## src/rtl/rvfpm_shadow_pipe.sv

```systemverilog
// rvfpm_shadow_pipe: shadow shift register of issued instructions with stall,
// flush, in-flight destination compare and valid-entry count
module rvfpm_shadow_pipe #(
   parameter int RW     = 5,
   parameter int STAGES = 4,
   parameter int IW     = 3
) (
   input  logic          ck,
   input  logic          rst,
   input  logic          enable,
   input  logic          flush,
   input  logic          issue_valid,
   input  logic          issue_wb,
   input  logic [RW-1:0] issue_rd,
   output logic          hazard,
   output logic          last_valid,
   output logic          last_wb,
   output logic [RW-1:0] last_rd,
   output logic [IW-1:0] inflight
);

   typedef struct packed {
      logic          valid;
      logic          wb;
      logic [RW-1:0] rd;
   } entry_t;

   entry_t [STAGES-1:0] st;
   logic                hit;
   logic [IW-1:0]       cnt;

   always_ff @(posedge ck or negedge rst) begin
      if (!rst) begin
         st <= '0;
      end else if (flush) begin
         for (int i = 0; i < STAGES; i++) st[i].valid <= 1'b0;
      end else if (enable) begin
         st[0] <= {issue_valid, issue_wb, issue_rd};
         for (int i = 1; i < STAGES; i++) st[i] <= st[i-1];
      end
   end

   // every stage takes part, including the one retiring this cycle
   always_comb begin
      hit = 1'b0;
      cnt = '0;
      for (int i = 0; i < STAGES; i++) begin
         hit = hit | (st[i].valid & st[i].wb & (st[i].rd == issue_rd));
         cnt = cnt + IW'(st[i].valid);
      end
   end

   assign hazard     = issue_valid & issue_wb & hit;
   assign last_valid = st[STAGES-1].valid;
   assign last_wb    = st[STAGES-1].wb;
   assign last_rd    = st[STAGES-1].rd;
   assign inflight   = cnt;

endmodule

```

## config.mk

```make
export PLATFORM = sky130hd
export DESIGN_NAME = rvfpm_shadow_pipe
export DESIGN_NICKNAME = d
export VERILOG_FILES = /design/src/rtl/rvfpm_shadow_pipe.sv
export SDC_FILE = /design/constraint.sdc
export NUM_CORES = 1
export LEC_CHECK = 0
export CAP_MARGIN = 15
export CORE_MARGIN = 2
export CORE_UTILIZATION = 48
export CTS_BUF_LIST = sky130_fd_sc_hd__clkbuf_16
export DETAILED_ROUTE_END_ITERATION = 12
export PLACE_DENSITY = 0.77
export SLEW_MARGIN = 0
export SYNTH_ARGS = -nofsm -noshare
export SYNTH_HDL_FRONTEND = slang
export SYNTH_SLANG_ARGS = --single-unit
```

## constraint.sdc

```tcl
create_clock -name ck -period 1.59 [get_ports ck]
set_input_delay 0.318 -clock ck [delete_from_list [all_inputs] [get_ports ck]]
set_output_delay 0.318 -clock ck [all_outputs]
set_load 0.005 [all_outputs]
```

==> reports/metrics.csv, run 1 <==
stage;metric;value;unit
clocking;path_clk_slew;60;ps
yosys;synth_top_family_by_area;multiplexers;
sta;hold_viol_final;0;
yosys;yosysSeqAreaShare;47.95;%
finish;multiInputGateArea;660.6;um2
critical_path;end_kind;primary output;
run_status;failed_checks;negative setup slack;
clocking;cts-root-buf;clkbuf_16;
sta;maxSlewHeadroom;76.24;%
finish;final_area;1908;um2
clocking;post-cts-setup-buffer-count;0;
critical_path;cp_cell_sequence;inv_2 > fa_1 > inv_2 > ha_4 > ha_4 > buf_6;
yosys;syn_area;1461;um2
critical_path;worst_path_max_delay_cell;fa_1;
critical_path;path_buf_inv;3;
critical_path;critPathKind;reg2out;
finish;seqCellArea;700.7;um2
sta;period_share;129.8;%
drt;dr.pass1.iters;4;
grt;track_usage;16.87;%
yosys;synth_xor_area_share;12.50;%
critical_path;crit_family;adder cells;
job;cap_viol_max_count;0;
critical_path;startpoint_type;flop;
critical_path;cpPeakStageDelay;550;ps
yosys;yosys.area_share.simple;5.137;%
clocking;cts_max_path_buffers;2;
drt;ant_nets;0;
drt;wl_per_cell;14.34;um
grt;grt_max_degree;29;
placement;port_buffers;21;
sta;fin_skew;0.8636;ps
floorplanning;row_count;20;
drt;drc_errors;0;
clocking;cts_hold_buffers;0;
finish;drive_gt1_share;38.93;%
sta;final-setup-viol-count;4;
sta;timing.final.crit_period;2065;ps
drt;vias;929;
grt;grt_pass1_vias;991;
yosys;synth_compound_area_share;1.113;%
drt;via_per_inst;5.104;
placement;gp_congestion;0.7835;
sta;rsz0062_at_grt;true;
yosys;yosys_warnings;0;
sta;slew_viol_final;0;
placement;placed_area;1815;um2
drt;drtIter0Drc;23;
yosys;avgSynthCellArea;12.93;um2
clocking;cts_htree_levels;1;
yosys;muxShareOfSynthArea;21.23;%
floorplanning;die_y;59.18;um
clocking;cts_buffers;3;
finish;diodes;0;
clocking;tritoncts;done;
grt;grt_pass1_wl;4353;um
finish;layout_common_cells;28 x dfrtp_1, 23 x buf_4, 17 x mux2_2;
sta;timing.final.ws_setup;-474.6;ps
finish;layout_commonest_cell;dfrtp_1;
finish;synthToLayoutAreaGrowth;30.57;%
grt;grt-ovfl-total;0;
drt;routed_wl;2610;um
sta;tightest_slew;356.5;ps
yosys;ys_types;20;
placement;dp_hpwl;1901;um
floorplanning;core_area;2978;um2
pwr;total_power;2.347;mW
min_path;hold_path.class;in2reg;
finish;nFillCells;228;
clocking;cts_sinks;28;
sta;holdWs;409.5;ps
critical_path;cp_max_fo;2;
grt;antenna_found_initial;0;
pwr;power_density;1230;nW/um2
floorplanning;pin_count;22;
critical_path;required;1270;ps
sta;tns;-1562;ps
pwr;leakage;0.8905;nW
critical_path;arrival;1750;ps
yosys;syn_nets;127;
pwr;vdd_drop_max;0.0005060;V
yosys;ys_ff_latch;28;
floorplanning;start_util;49.08;%
floorplanning;die_w;59.18;um
yosys;syn_inst;113;
floorplanning;dieArea;3502;um2
run_status;run_status;finished with violations;
yosys;synthAdderAreaFrac;3.082;%
finish;fin_nets;164;
clocking;clk-insertion-delay-late;260;ps
sta;max_freq;484.4;MHz
==> synthesized netlist by cell type <==
cell      count  area share [%]
mux2i_1       4             2.7
xor2_1       15             9.0
buf_6         5             3.9
mux2_1        7             5.4
xor2_2        1             1.1
xnor2_1       4             2.4
nor4_1        4             1.7
clkbuf_1      1            0.26
mux2_2       17              13
buf_2         3             1.0
dfrtp_1      28              48
a41oi_2       1             1.1
nand2b_1      1            0.43
nand4_1       4             1.7
ha_1          2             1.7
buf_4         5             2.6
fa_1          1             1.4
inv_1         5             1.3
nand2_1       1            0.26
nor2_1        4             1.0
==> cell type report <==
class	count	share of cell area, %
flip-flops and latches	28	36.72
multi-input cells	66	34.62
repair buffers	46	21.38
clock buffers	3	3.934
well taps	33	2.164
inverters	5	0.9836
clock inverters	1	0.1967
==> path summary, 6_finish.rpt <==
path	from	endpoint	slack, ps	depth (start not counted)
worst max register to register	last_rd[0]	last_rd[0]	650	2
worst max-delay path	st[20]	inflight[1]	-470	6
worst min-delay path	issue_rd[3]	st[3]	410	2
min in group asynchronous	rst	st[14]	430	2
max in group asynchronous	rst	st[15]	900	2
worst min register to register	st[12]	st[19]	540	1
==> kinds of logic after synthesis <==
family | Yosys count
muxes | 28
DFF | 28
xor gates and xnor gates | 20
buffers and inverters | 19
and+or+nand+nor | 14
adders and majority gates | 3
AOI/OAI and AO/OA | 1
==> stage by stage <==
stage	cells	setup WS, ps	utilization [%]
finish	182	-474.6	64.08
global placement	178	-1049	60.97
global route	182	-514.8	64.08
detailed placement	178	-1080	60.97
floorplan	113	-125.9	-
CTS	182	-497.3	64.12
==> layer usage <==
metal | GRT usage [%] | wire, um
met1 | 20.68 | 1130
met2 | 27.62 | 1351
met3 | 2.402 | 59
met4 | 11.04 | 69
met5 | 0 | 0
==> repair_timing <==
item | CTS | global route
gates resized for setup | 28 | 6
setup endpoints to repair | 4 | 6
pin swaps | 6 | 7
==> power breakdown <==
group / switching, mW / internal (mW)
clock network: 0.226 / 0.337
registers: 0.142 / 0.891
logic: 0.262 / 0.488
total: 0.631 / 1.72
==> flip-flops by register name (all words and copies together) (netlist names) <==
register,flops
last_rd,5
last_valid,1
last_wb,1
st,21
(Power assumes the default switching activity.)
==> run 2: changes to the inputs <==
--- a/config.mk
+++ b/config.mk
@@ -8,7 +8,6 @@
 export CAP_MARGIN = 15
 export CORE_MARGIN = 2
 export CORE_UTILIZATION = 48
-export CTS_BUF_LIST = sky130_fd_sc_hd__clkbuf_16
 export DETAILED_ROUTE_END_ITERATION = 12
 export PLACE_DENSITY = 0.77
 export SLEW_MARGIN = 0
==> run 2 against run 1 <==
  * The flow still finishes with violations (negative setup slack)
  * Clock skew is 2.3 ps higher
  * Die area unchanged
  * Hold slack worse by 82 ps
  * First-iteration DRC count rose by 4.3%
  * Critical path depth stayed put
  * Sequential share of layout area rose by 0.27 points
  * Fmax decreased by 5.2%
  * Core utilization is 0.46 points lower
  * Largest cell class unchanged
  * Clock power down 36%
  * Global-route usage is 0.21 points higher
==> reports/metrics.csv, run 2 (synthesis gave the netlist of run 1 again) <==
stage;metric;value;unit;change
pwr;leakage;0.8946;nW;+0.45%
critical_path;required;1270;ps;about the same
finish;largest_reg_flops;21;;unchanged
grt;grt_pass1_wl;4388;um;+0.80%
critical_path;end_kind;primary output;;
pwr;vdd_drop_max;0.0005427;V;+7.2%
sta;slew_viol_final;0;;unchanged
critical_path;r2r_slack;460;ps;-190 ps
pwr;total_power;2.154;mW;-8.2%
floorplanning;pin_count;22;;unchanged
sta;rsz0062_at_grt;true;;
sta;period_share;137.0;%;+7.1 points
finish;fin_cells;185;;+1.6%
grt;antenna_found_initial;0;;unchanged
placement;gp_congestion;0.7835;;unchanged
placement;placed_area;1815;um2;unchanged
run_status;run_status;finished with violations;;
drt;ant_nets;0;;unchanged
sta;maxSlewHeadroom;76.64;%;+0.41 points
finish;synthToLayoutAreaGrowth;29.62;%;
drt;routed_wl;2599;um;-0.42%
sta;timing.final.ws_setup;-587.7;ps;-113.2 ps
placement;place_ws;-1080;ps;unchanged
critical_path;critPathKind;reg2out;;
grt;grt_pass1_vias;982;;-0.91%
drt;dr.pass1.iters;3;;-1
sta;hold_viol_final;0;;unchanged
critical_path;arrival;1860;ps;+110 ps
sta;timing.final.crit_period;2178;ps;+113.2 ps
drt;wl_per_cell;14.05;um;-2.0%
clocking;path_clk_slew;150;ps;+90 ps
finish;final_util;63.61;%;-0.46 points
grt;grt_max_degree;29;;unchanged
critical_path;r2r-start;last_rd[3];;
drt;drc_errors;0;;unchanged
placement;dp_cells;178;;unchanged
floorplanning;dieArea;3502;um2;unchanged
clocking;tritoncts;done;;
drt;drtIter0Drc;24;;+4.3%
run_status;failed_checks;negative setup slack;;
min_path;hold_path.class;in2async;;
floorplanning;start_util;49.08;%;unchanged
pwr;power_density;1137;nW/um2;-7.6%
finish;layout_common_cells;28 x dfrtp_1, 25 x buf_4, 17 x mux2_2;;
placement;dp_hpwl;1901;um;unchanged
floorplanning;die_w;59.18;um;unchanged
floorplanning;die_y;59.18;um;unchanged
floorplanning;core_area;2978;um2;unchanged
placement;port_buffers;21;;unchanged
clocking;cts_buffers;3;;unchanged
finish;layout_commonest_cell;dfrtp_1;;
sta;max_freq;459.2;MHz;-5.2%
clocking;clk-insertion-delay-late;340;ps;+80 ps
finish;fin_nets;167;;+1.8%
finish;drive_gt1_share;41.45;%;+2.5 points
clocking;cts_sinks;28;;unchanged
critical_path;startpoint_type;flop;;
drt;vias;928;;-0.11%
job;cap_viol_max_count;0;;unchanged
sta;final-setup-viol-count;4;;unchanged
critical_path;cp_max_fo;2;;unchanged
clocking;cts_max_path_buffers;2;;unchanged
drt;via_per_inst;5.016;;-1.7%
clocking;cts-root-buf;clkbuf_4;;
sta;tightest_slew;350.3;ps;-6.131 ps
critical_path;startpoint;st[20];;
finish;diodes;0;;unchanged
grt;track_usage;17.07;%;+0.21 points
critical_path;crit_path_end;inflight[1];;
grt;grt-ovfl-total;0;;unchanged
sta;fin_skew;3.179;ps;+2.316 ps
critical_path;timing.rr.end;last_rd[3];;
clocking;cts_htree_levels;1;;unchanged
finish;final_area;1894;um2;-0.72%
floorplanning;row_count;20;;unchanged
critical_path;rr_worst_depth;4;;+2
finish;top_register;st;;
## run 2: cell types whose count changed in the layout (fill, tap and decap cells not counted), sizes merged
cell           delta
buf               +2
clkbuf            +2
clkdlybuf4s15     +1
clkdlybuf4s50     -4
clkinv            -1
dlygate4sd2       +3
## run 2: cell type report
| cell class | count | area [um2] |
|---|---|---|
| fill | 233 | 1084 |
| clock buffer | 4 | 36.28 |
| inverter | 5 | 18.77 |
| sequential | 28 | 700.7 |
| timing repair buffer | 49 | 430.4 |
| multi-input combinational | 66 | 666.9 |
| tap | 33 | 41.29 |
## run 2: worst min-delay path by stage
stage                     startpoint         end  slack [ps]  depth (start not counted)
after global routing             rst      st[14]         370                          2
after CTS                        rst      st[14]         340                          2
after detailed placement      st[12]      st[19]         520                          1
after global placement        st[12]      st[19]         510                          1
final                            rst     last_wb         330                          2
after floorplan                  rst  last_rd[0]          20                          0
## run 2: worst max-delay path, stage by stage, from the launching register on
cell and delay (ps):
dfrtp_1 390, inv_2 50, fa_1 550, inv_2 50
ha_4 150, ha_4 230, buf_6 110
## run 2: per-stage QoR
stage | TNS (ps) | hold slack [ps]
after floorplan | -158.0 | 22.41
after global placement | -2614 | 506.9
after detailed placement | -3206 | 518.4
after CTS | -2236 | 340.5
after global routing | -2258 | 368.8
final | -1974 | 327.3
## run 2: where the power goes
group	switching, mW	internal [mW]	leakage (nW)
registers	0.142	0.888	0.339
clock network	0.219	0.141	0.0210
logic	0.268	0.496	0.534
## run 2: timing repair
action,in CTS,in global routing
hold buffers,0,0
cloned,0,0
setup endpoints to repair,10,8
buffers inserted,2,1
pin swaps,4,5
gates resized for setup,31,9
## run 2: metal layers
| metal | global-route usage, % | wire length [um] | vias to the layer above |
|---|---|---|---|
| met3 | 2.620 | 49 | 5 |
| met2 | 28.89 | 1323 | 9 |
| met1 | 21.05 | 1160 | 464 |
| met4 | 8.766 | 65 | 0 |
| li1 | - | - | 450 |
| met5 | 0 | 0 | - |
==> run 3: changes to the inputs <==
--- a/config.mk
+++ b/config.mk
@@ -9,6 +9,7 @@
 export CORE_MARGIN = 2
 export CORE_UTILIZATION = 48
 export DETAILED_ROUTE_END_ITERATION = 12
+export MAX_ROUTING_LAYER = met4
 export PLACE_DENSITY = 0.77
 export SLEW_MARGIN = 0
 export SYNTH_ARGS = -nofsm -noshare
==> run 3 against run 2 <==
  * The run still ends with negative setup slack left
  * Combinational power about the same
  * Critical path depth unchanged
  * Via count decreased by 0.22%
  * Count of clock-buffer cells in the layout unchanged
  * Flip-flop and latch count unchanged
  * Critical path type unchanged
==> reports/metrics.csv, run 3 (synthesis gave the netlist of run 1 again) <==
stage;metric;value;unit;change
critical_path;crit_family;adder cells;;
drt;wl_per_cell;14.04;um;about the same
sta;tightest_slew;351.9;ps;+1.565 ps
finish;largest_reg_flops;21;;unchanged
critical_path;cp_cell_sequence;inv_2 > fa_1 > inv_2 > ha_4 > ha_4 > buf_6;;
placement;port_buffers;21;;unchanged
grt;grt_pass1_vias;977;;-0.51%
floorplanning;core_area;2978;um2;unchanged
drt;routed_wl;2598;um;about the same
finish;top_register;st;;
clocking;cts-root-buf;clkbuf_4;;
drt;vias;926;;-0.22%
clocking;tritoncts;done;;
finish;final_util;63.61;%;unchanged
critical_path;r2r_slack;460;ps;about the same
pwr;p_switching;628.4;uW;about the same
finish;layout_commonest_cell;dfrtp_1;;
finish;diodes;0;;unchanged
clocking;path_clk_slew;150;ps;about the same
clocking;clk-insertion-delay-late;340;ps;about the same
sta;max_freq;459.1;MHz;about the same
grt;grt_max_degree;29;;unchanged
pwr;clockPowerShare;16.7;%;about the same
critical_path;required;1270;ps;about the same
pwr;total_power;2.154;mW;about the same
sta;slew_viol_final;0;;unchanged
sta;rsz0062_at_grt;true;;
critical_path;worst_path_max_delay_cell;fa_1;;
finish;drive_gt1_share;41.45;%;unchanged
clocking;cts_htree_levels;1;;unchanged
floorplanning;die_y;59.18;um;unchanged
critical_path;cp_max_fo;2;;unchanged
drt;drc_errors;0;;unchanged
min_path;hold_path.class;in2async;;
sta;timing.final.ws_setup;-588.1;ps;-0.3410 ps
pwr;combPwrFrac;35.5;%;about the same
sta;tns;-1975;ps;-1.430 ps
finish;fin_nets;167;;unchanged
critical_path;timing.rr.end;last_rd[3];;
pwr;vdd_drop_max;0.0005427;V;about the same
finish;seqCellArea;700.7;um2;unchanged
sta;maxSlewHeadroom;76.54;%;-0.10 points
pwr;power_density;1137;nW/um2;about the same
drt;dr.pass1.iters;3;;unchanged
grt;track_usage;17.59;%;+0.51 points
finish;synthToLayoutAreaGrowth;29.62;%;unchanged
critical_path;end_kind;primary output;;
job;cap_viol_max_count;0;;unchanged
placement;gp_congestion;0.7943;;+1.4%
grt;grt_pass1_wl;4388;um;unchanged
floorplanning;die_w;59.18;um;unchanged
finish;multiInputGateArea;666.9;um2;unchanged
critical_path;cpPeakStageDelay;550;ps;about the same
critical_path;r2r-start;last_rd[3];;
sta;timing.final.crit_period;2178;ps;+0.3410 ps
floorplanning;dieArea;3502;um2;unchanged
critical_path;rr_worst_depth;4;;unchanged
floorplanning;start_util;49.08;%;unchanged
sta;final-setup-viol-count;4;;unchanged
clocking;cts_hold_buffers;0;;unchanged
critical_path;path_buf_inv;3;;unchanged
drt;via_per_inst;5.005;;-0.22%
drt;drtIter0Drc;27;;+13%
clocking;cts_buffers;3;;unchanged
pwr;swShare;29.18;%;about the same
floorplanning;row_count;20;;unchanged
run_status;failed_checks;negative setup slack;;
sta;fin_skew;3.157;ps;-0.02265 ps
critical_path;arrival;1860;ps;about the same
placement;place_ws;-1080;ps;unchanged
sta;hold_viol_final;0;;unchanged
pwr;internal-power;1.525;mW;unchanged
pwr;leakage;0.8946;nW;unchanged
run_status;run_status;finished with violations;;
grt;grt-ovfl-total;0;;unchanged
finish;layout_common_cells;28 x dfrtp_1, 25 x buf_4, 17 x mux2_2;;
sta;period_share;137.0;%;about the same
drt;ant_nets;0;;unchanged
pwr;power_frac_seq;47.8;%;about the same
clocking;cts_sinks;28;;unchanged
critical_path;startpoint_type;flop;;
placement;dp_hpwl;1901;um;unchanged
finish;nFillCells;233;;unchanged
critical_path;critPathKind;reg2out;;
grt;antenna_found_initial;0;;unchanged
clocking;cts_max_path_buffers;2;;unchanged
floorplanning;pin_count;22;;unchanged
[run 3: cell counts in the layout (fill, tap and decap cells not counted)]
Identical to the previous run, type by type.
[run 3: layer usage]
metal	part of all wire (%)	vias up	track usage, %
li1	-	450	-
met1	45	462	21.05
met2	50	9	28.89
met3	1.9	5	2.620
met4	2.5	0	8.766
met5	0	-	-
[run 3: power by group through the flow]
stage          Combinational [mW]  Sequential (mW)  Clock [mW]
2_1_floorplan               0.401             1.02           0
3_3_place_gp                0.721             1.03           0
3_5_place_dp                0.744             1.04           0
4_1_cts                     0.758             1.03       0.362
5_1_grt                     0.841             1.05       0.390
6_report                    0.764             1.03       0.359
[run 3: metrics by stage]
stage | cells | hold WS, ps | area [um2]
final | 185 | 327.1 | 1894
after global routing | 185 | 368.7 | 1894
after CTS | 184 | 340.5 | 1881
after detailed placement | 178 | 518.4 | 1815
after global placement | 178 | 506.9 | 1815
after floorplan | 113 | 22.41 | 1476
[run 3: cell type report]
cell class | count | share of cell area, %
timing repair buffer | 49 | 22.72
multi-input combinational | 66 | 35.20
inverter | 5 | 0.9908
sequential | 28 | 36.99
clock buffer | 4 | 1.915
tap | 33 | 2.180
[run 3: worst max-delay path by stage]
| stage | from | to | slack [ps] | cells after the start |
|---|---|---|---|---|
| detailed placement | issue_rd[4] | hazard | -1080 | 6 |
| global placement | issue_rd[4] | hazard | -1050 | 6 |
| global route | st[20] | inflight[1] | -640 | 6 |
| finish | st[20] | inflight[1] | -590 | 6 |
| CTS | last_valid | inflight[1] | -600 | 6 |
| floorplan | st[20] | inflight[1] | -130 | 5 |
[run 3: timing repair]
action	4_1_cts	5_1_grt
gates resized for setup	31	9
hold endpoints to repair	0	0
setup buffers	2	1
setup endpoints to repair	10	8
pin swaps	4	5
